$ cat config.mk
export PLATFORM = sky130hd
export DESIGN_NAME = extend_unit
export DESIGN_NICKNAME = d
export VERILOG_FILES = /design/src/rtl/extend_unit.sv
export SDC_FILE = /design/constraint.sdc
export NUM_CORES = 1
export LEC_CHECK = 0
export ABC_AREA = 1
export CAP_MARGIN = 20
export CORE_UTILIZATION = 34
export CTS_BUF_LIST = sky130_fd_sc_hd__clkbuf_16
export CTS_CLUSTER_SIZE = 16
export DETAILED_ROUTE_END_ITERATION = 10
export PLACE_DENSITY_LB_ADDON = 0.1
export SLEW_MARGIN = 20
export SYNTH_ARGS = -nofsm -noshare
export SYNTH_HDL_FRONTEND = slang
export SYNTH_SLANG_ARGS = --single-unit
$ cat constraint.sdc
create_clock -name clk -period 1 [get_ports clk]
set_input_delay 0.2 -clock clk [delete_from_list [all_inputs] [get_ports clk]]
set_output_delay 0.2 -clock clk [all_outputs]
set_load 0.02 [all_outputs]
$ cat src/rtl/extend_unit.sv
// extend_unit: registered IN_W-to-OUT_W immediate extender.
// Zero- or sign-extends the operand under a one-bit control. The result
// lands in a single register stage with a valid flag one cycle later.
module extend_unit #(
    parameter int IN_W  = 16,
    parameter int OUT_W = 32
) (
    input  logic             clk,
    input  logic             rst,
    input  logic             in_valid,
    input  logic [IN_W-1:0]  a,
    input  logic             sext,
    output logic [OUT_W-1:0] b,
    output logic             out_valid
);

    logic [OUT_W-1:0] b_reg;
    logic             out_valid_reg;
    logic [OUT_W-1:0] b_next;

    // The low bits always pass the operand through unchanged.
    assign b_next[IN_W-1:0] = a;

    generate
        if (OUT_W > IN_W) begin : g_upper
            // All upper bits carry the same fill value. Gating by sext
            // gives zero-extension when sext=0. It also gives zeros when
            // sext=1 and the operand is non-negative.
            logic fill_bit;
            assign fill_bit = sext & a[IN_W-1];

            for (genvar gi = IN_W; gi < OUT_W; gi++) begin : g_fill
                assign b_next[gi] = fill_bit;
            end
        end
    endgenerate

    // Output stage: reset has priority, and idle cycles hold b.
    // The next value is only sampled on in_valid cycles, so an unknown
    // sext during idle never reaches the register.
    always_ff @(posedge clk) begin
        if (rst) begin
            b_reg         <= '0;
            out_valid_reg <= 1'b0;
        end else if (in_valid) begin
            b_reg         <= b_next;
            out_valid_reg <= 1'b1;
        end else begin
            out_valid_reg <= 1'b0;
        end
    end

    assign b         = b_reg;
    assign out_valid = out_valid_reg;

endmodule

Word level (Yosys, flattened, before mapping) --
Cells that the tools add are included.
Word-level totals: input bits 20, register bits 18
Cells by class: bitwise operators 1, mux-type cells 1
Operators with widths (count):
- $and A1 B1 Y1 | 1
- $mux W1 | 1

Logic depth before layout (Yosys ltp) --
Gate-level depths: netlist of run 1.
depth in word-level cells 1, mapped depth 5, depth with buffers taken out 3

Least setup slack after synthesis of run 1 --
Ideal clock, no wire load.
path type reg-to-output, from reg, netlist name b[16], to out b[17], required time 0.800 ns, arrival time 0.897 ns, path slack -0.097 ns, stages on the path, launching flop included 2, cell sequence dfxtp_1 buf_4
RTL lines:
- to (decl) | RTL line 13 | output logic [OUT_W-1:0] b,
No word-level cell between the ends.

Final worst setup path of run 1 --
from reg, netlist name b[16], to out b[20]
No word-level cell between the ends.

==> results.py, run 1 <==
metrics = {
    "status": {
        "status": "finished with violations",
        "violations": "setup timing",
    },
    "routing": {
        "firstDrtPassIters": 4,
        "routed_wl_mm": 1.73,
        "via_per_inst": 4.31,
        "routedWlPerCell_um": 10.7,
        "ant_nets": 0,
        "drt_iter0_drc": 14,
        "post-route-drc-count": 0,
        "vias": 698,
    },
    "worst_setup_path": {
        "ff2ff_path_depth": 3,
        "cpMaxStageDelayCell": "dfxtp_4",
        "cp-end-kind": "output port",
        "critPathLaunch": "b[16]",
        "r2r_setup_slack_ns": 0.20,
        "endpoint": "b[20]",
        "start_kind": "flop",
        "worstPathRequired_ns": 0.80,
        "path_class": "flop to output port",
        "slowest_delay_ns": 0.35,
        "crit_fanout": 9,
        "r2r_start": "b[16]",
        "r2r_end": "b[16]",
        "cp_cell_sequence": "buf_12, buf_6",
        "cp.arrival_ns": 0.86,
    },
    "timing": {
        "fin_crit_sh": 1.06,
        "fin_ws_ns": -0.0604,
        "fin_crit_ns": 1.06,
        "hold_viol": 0,
        "timing.hold.ws_ns": 0.420,
        "tightest_slew_ns": 0.197,
        "setup_violations": 16,
        "drv_slew": 0,
        "fin_skew_ns": 0,
        "clock.fmax_ghz": 0.943,
        "relSlewSlack": 0.868,
        "rsz0062_at_grt": "true",
    },
    "grt": {
        "track_usage": 0.146,
        "grt_max_degree": 19,
        "grt_antenna_before_repair": 0,
        "grt_pass1_wl_mm": 2.80,
        "grt_pass1_vias": 620,
        "grt_overflow": 0,
    },
    "cts": {
        "insertion_delay_ns": 0.24,
        "cts_root_buf": "clkbuf_16",
        "cts_max_level": 1,
        "cts.sinks": 18,
        "clock_path_buffers": 2,
        "numCtsBuffers": 3,
        "cts_tree": "done",
        "clk_pin_slew_ns": 0.05,
    },
    "layout": {
        "area.sequential_um2": 364,
        "multi_input_area_um2": 225,
        "drive_gt1_frac": 0.363,
        "diodes": 0,
        "largest_reg_flops": 17,
        "fillers": 183,
        "area_growth_syn_to_layout_pct": 66.7,
        "fin_area_um2": 1260,
        "fin_nets": 156,
    },
    "synth": {
        "ys_seq_area_frac": 0.477,
        "synth_top_area_frac": 0.477,
        "synth.area.top_cells": "dfxtp_1, buf_4, nor2_1",
        "yosys_register_bits": 18,
        "synth_area_um2": 756,
        "synth_nets": 111,
        "yosys_warnings": 0,
        "synth.distinct_cells": 14,
        "syn_area_per_cell_um2": 8.30,
        "synth_area_leader_cell": "dfxtp_1",
        "netlist_instances": 91,
    },
    "floorplan": {
        "placement_rows": 16,
        "fp.dieH_um": 49.1,
        "die_area_um2": 2420,
        "design.core.area_um2": 2020,
        "ios": 53,
        "die_width_um": 49.1,
        "start_util": 0.374,
    },
    "placement": {
        "io_buffers": 52,
        "placed_cell_area_um2": 1190,
        "detailed_place_hpwl_mm": 1.21,
        "gp_congestion": 0.631,
    },
    "power": {
        "vdd_drop_max_v": 0.00129,
        "power.static_leakage_nw": 0.599,
        "finalPower_mw": 1.96,
        "power_per_cell_area_nw_per_um2": 1560,
    },
    "hold_path": {
        "holdCritPathClass": "input port to flop",
    },
    "run": {
        "cap_violations": 0,
    },
}
worst min-delay path by stage:
stage | start | to | slack [ns] | depth (start not counted)
final | in_valid | b[15] | 0.42 | 4
after CTS | b[15] | b[15] | 0.47 | 2
after floorplan | rst | b[16] | 0.26 | 1
after detailed placement | b[15] | b[15] | 0.47 | 2
after global placement | b[15] | b[15] | 0.45 | 2
after global routing | in_valid | b[15] | 0.43 | 4
layout by cell type, fill, tap and decap left out, types with 2 or more instances in the layout:
cell type | Yosys | routed
clkdlybuf4s50_1 | 0 | 18
nand2_1 | 3 | 3
a21oi_1 | 2 | 2
o21ai_0 | 14 | 14
clkbuf_16 | 0 | 3
buf_4 | 15 | 3
buf_6 | 2 | 18
dfxtp_1 | 18 | 17
buf_2 | 1 | 17
nor2_2 | 3 | 3
nor2_1 | 28 | 28
logic make-up (layout without fill, tap and decap cells):
| family | Yosys count | in the layout | share of synthesized area |
|---|---|---|---|
| AND/OR/NAND/NOR | 35 | 35 | 0.185 |
| buffers and inverters | 21 | 65 | 0.225 |
| flip-flops | 18 | 18 | 0.477 |
| AO/OA/AOI/OAI | 17 | 17 | 0.113 |
power breakdown:
part           internal [mW]  switching [mW]
clock network          0.530           0.254
logic                  0.192           0.198
registers              0.764          0.0202
metrics by stage:
step | util | std cells | setup WS (ns) | setup TNS [ns]
global placement | 0.590 | 156 | -0.288 | -8.88
CTS | 0.549 | 160 | -0.0443 | -0.659
floorplan | - | 91 | 0.106 | 0
finish | 0.623 | 162 | -0.0604 | -0.945
detailed placement | 0.590 | 156 | -0.318 | -9.64
global route | 0.623 | 162 | -0.0790 | -1.24
Yosys cell counts, drive strengths merged:
cell type	instances
nor2	31
a21oi	2
nand2	3
o21ai	15
dfxtp	18
inv	2
buf	19
nand3	1
worst max-delay path, delay by kind of cell, from the launching register on:
kind	cells	cell delay, ns
buf+inv	2	0.26
flops	1	0.35
cell type report:
type,instances,area share
tap,27,0.0268
timing repair buffer,59,0.427
inverter,2,0.0159
clock inverter,1,0.00298
multi-input combinational,52,0.179
clock buffer,3,0.0596
sequential,18,0.289
metal layers:
metal,track usage,vias up,routed length [um]
met1,0.185,309,750
li1,-,362,-
met4,0.0294,0,0
met5,0,-,0
met3,0.0280,0,100
met2,0.256,27,877
what timing repair did:
action,in CTS,in global routing
setup buffers,0,2
setup endpoints to repair,34,17
resized for setup,133,40
hold buffers,0,0
Note: power is estimated with default switching activity, not from simulation.
==> run 2: changes to the inputs <==
--- a/config.mk
+++ b/config.mk
@@ -7,6 +7,7 @@
 export LEC_CHECK = 0
 export ABC_AREA = 1
 export CAP_MARGIN = 20
+export CORE_ASPECT_RATIO = 0.8
 export CORE_UTILIZATION = 34
 export CTS_BUF_LIST = sky130_fd_sc_hd__clkbuf_16
 export CTS_CLUSTER_SIZE = 16
==> run 2 against run 1 <==
Against the previous run:
- the run still ends with setup timing left
- clock power is 2.7% lower
- flip-flop and latch count stayed put
- die area hardly changed
- non-clock buffer count is 3 lower
- critical endpoint is now b[28]
- largest cell class unchanged
- largest power group unchanged
==> results.py, run 2 (synthesis results as in run 1) <==
metrics = {
    "power": {
        "power.static_leakage_nw": 0.553,
        "power_per_cell_area_nw_per_um2": 1680,
        "finalPower_mw": 1.90,
        "vdd_drop_max_v": 0.00142,
    },
    "cts": {
        "cts_tree": "done",
        "postCtsSetupBuffers": 0,
        "cts.sinks": 18,
        "postCtsHoldBufs": 0,
        "insertion_delay_ns": 0.24,
        "numCtsBuffers": 3,
        "ctsResizeCount": 145,
        "cts_root_buf": "clkbuf_16",
        "cts_max_level": 1,
        "clk_pin_slew_ns": 0.05,
        "clock_path_buffers": 2,
    },
    "placement": {
        "detailed_place_hpwl_mm": 1.18,
        "placed_cell_area_um2": 1180,
        "io_buffers": 52,
        "dp_cells": 152,
        "post-place-ws_ns": -0.324,
        "gp_congestion": 0.617,
    },
    "routing": {
        "firstDrtPassIters": 4,
        "vias": 687,
        "routed_wl_mm": 1.68,
        "drt_iter0_drc": 3,
        "via_per_inst": 4.43,
        "routedWlPerCell_um": 10.9,
        "ant_nets": 0,
        "post-route-drc-count": 0,
    },
    "timing": {
        "tns_ns": -0.615,
        "clock.fmax_ghz": 0.942,
        "relSlewSlack": 0.869,
        "fin_crit_sh": 1.06,
        "setup_violations": 16,
        "rsz0062_at_grt": "true",
        "fin_crit_ns": 1.06,
        "fin_skew_ns": 0,
        "tightest_slew_ns": 0.197,
        "hold_viol": 0,
        "drv_slew": 0,
        "fin_ws_ns": -0.0613,
    },
    "layout": {
        "layout_common_cells": "nor2_1, buf_2, clkdlybuf4s50_1",
        "diodes": 0,
        "layout.cells.non_filler": 155,
        "fin_area_um2": 1130,
        "final_common_cell": "nor2_1",
        "fin_nets": 153,
        "largest_reg_flops": 17,
        "drive_gt1_frac": 0.351,
        "area_growth_syn_to_layout_pct": 49.7,
    },
    "grt": {
        "grt_pass1_wl_mm": 2.73,
        "grt_max_degree": 19,
        "grt_overflow": 0,
        "track_usage": 0.159,
        "grt_antenna_before_repair": 0,
        "grt_pass1_vias": 635,
    },
    "hold_path": {
        "worstHoldPathCells": 2,
        "min_from": "b[15]",
        "holdCritPathClass": "flop to flop",
        "worstHoldEndpoint": "b[15]",
    },
    "worst_setup_path": {
        "worstPathRequired_ns": 0.80,
        "cp_cell_sequence": "buf_2",
        "path_class": "flop to output port",
        "cp-end-kind": "output port",
        "start_kind": "flop",
        "cp_top_family": "flip-flops",
        "ff2ff_path_depth": 2,
        "critPathBufInv": 1,
        "r2r_end": "b[16]",
        "crit_fanout": 17,
        "r2r_start": "b[16]",
        "slowest_delay_ns": 0.42,
        "cpMaxStageDelayCell": "dfxtp_4",
        "cp.arrival_ns": 0.86,
        "r2r_setup_slack_ns": 0.31,
    },
    "floorplan": {
        "ios": 53,
        "design.core.area_um2": 1980,
        "fp.dieH_um": 44.2,
        "die_area_um2": 2420,
        "placement_rows": 14,
        "start_util": 0.382,
        "die_width_um": 54.7,
    },
    "status": {
        "status": "finished with violations",
        "violations": "setup timing",
    },
    "run": {
        "cap_violations": 0,
    },
}
[run 2: where the power goes]
part	internal [mW]	switching [mW]	leakage (nW)	total, mW
combinational	0.161	0.185	0.366	0.346
sequential	0.765	0.0250	0.150	0.790
clock	0.525	0.240	0.0370	0.764
total	1.45	0.449	0.553	1.90
[run 2: how the worst max path moves through the flow]
stage          slack, ns  endpoint  depth (start not counted)  start
6_report           -0.06     b[28]                          1  b[16]
5_1_grt             -0.1     b[21]                          1  b[16]
4_1_cts            -0.07     b[28]                          1  b[16]
3_5_place_dp       -0.32     b[28]                          1  b[16]
3_3_place_gp       -0.29     b[27]                          1  b[16]
2_1_floorplan       0.11     b[17]                          1  b[16]
[run 2: through the flow]
step,utilization,hold WS [ns]
after detailed placement,0.597,0.454
after CTS,0.573,0.460
final,0.571,0.460
after global routing,0.571,0.481
after floorplan,-,0.262
after global placement,0.597,0.450
[run 2: cell type report]
cell class | instances | area [um2]
tap | 24 | 30.0
timing repair buffer | 56 | 422
fill | 202 | 848
inverter | 2 | 15.0
sequential | 18 | 364
multi-input combinational | 52 | 225
clock buffer | 3 | 75.1
[run 2: routing by layer]
metal  part of all wire  global-route usage  vias up
li1                   -                   -      353
met1               0.44               0.199      304
met2               0.46               0.255       30
met3               0.10              0.0653        0
met4                  0              0.0308        0
met5                  0                   0        -
==> run 3: changes to the inputs <==
--- a/config.mk
+++ b/config.mk
@@ -13,7 +13,6 @@
 export CTS_CLUSTER_SIZE = 16
 export DETAILED_ROUTE_END_ITERATION = 10
 export PLACE_DENSITY_LB_ADDON = 0.1
-export SLEW_MARGIN = 20
 export SYNTH_ARGS = -nofsm -noshare
 export SYNTH_HDL_FRONTEND = slang
 export SYNTH_SLANG_ARGS = --single-unit
==> results of run 3 <==
No change in the layout: final DEF, timing and power equal those of run 2.
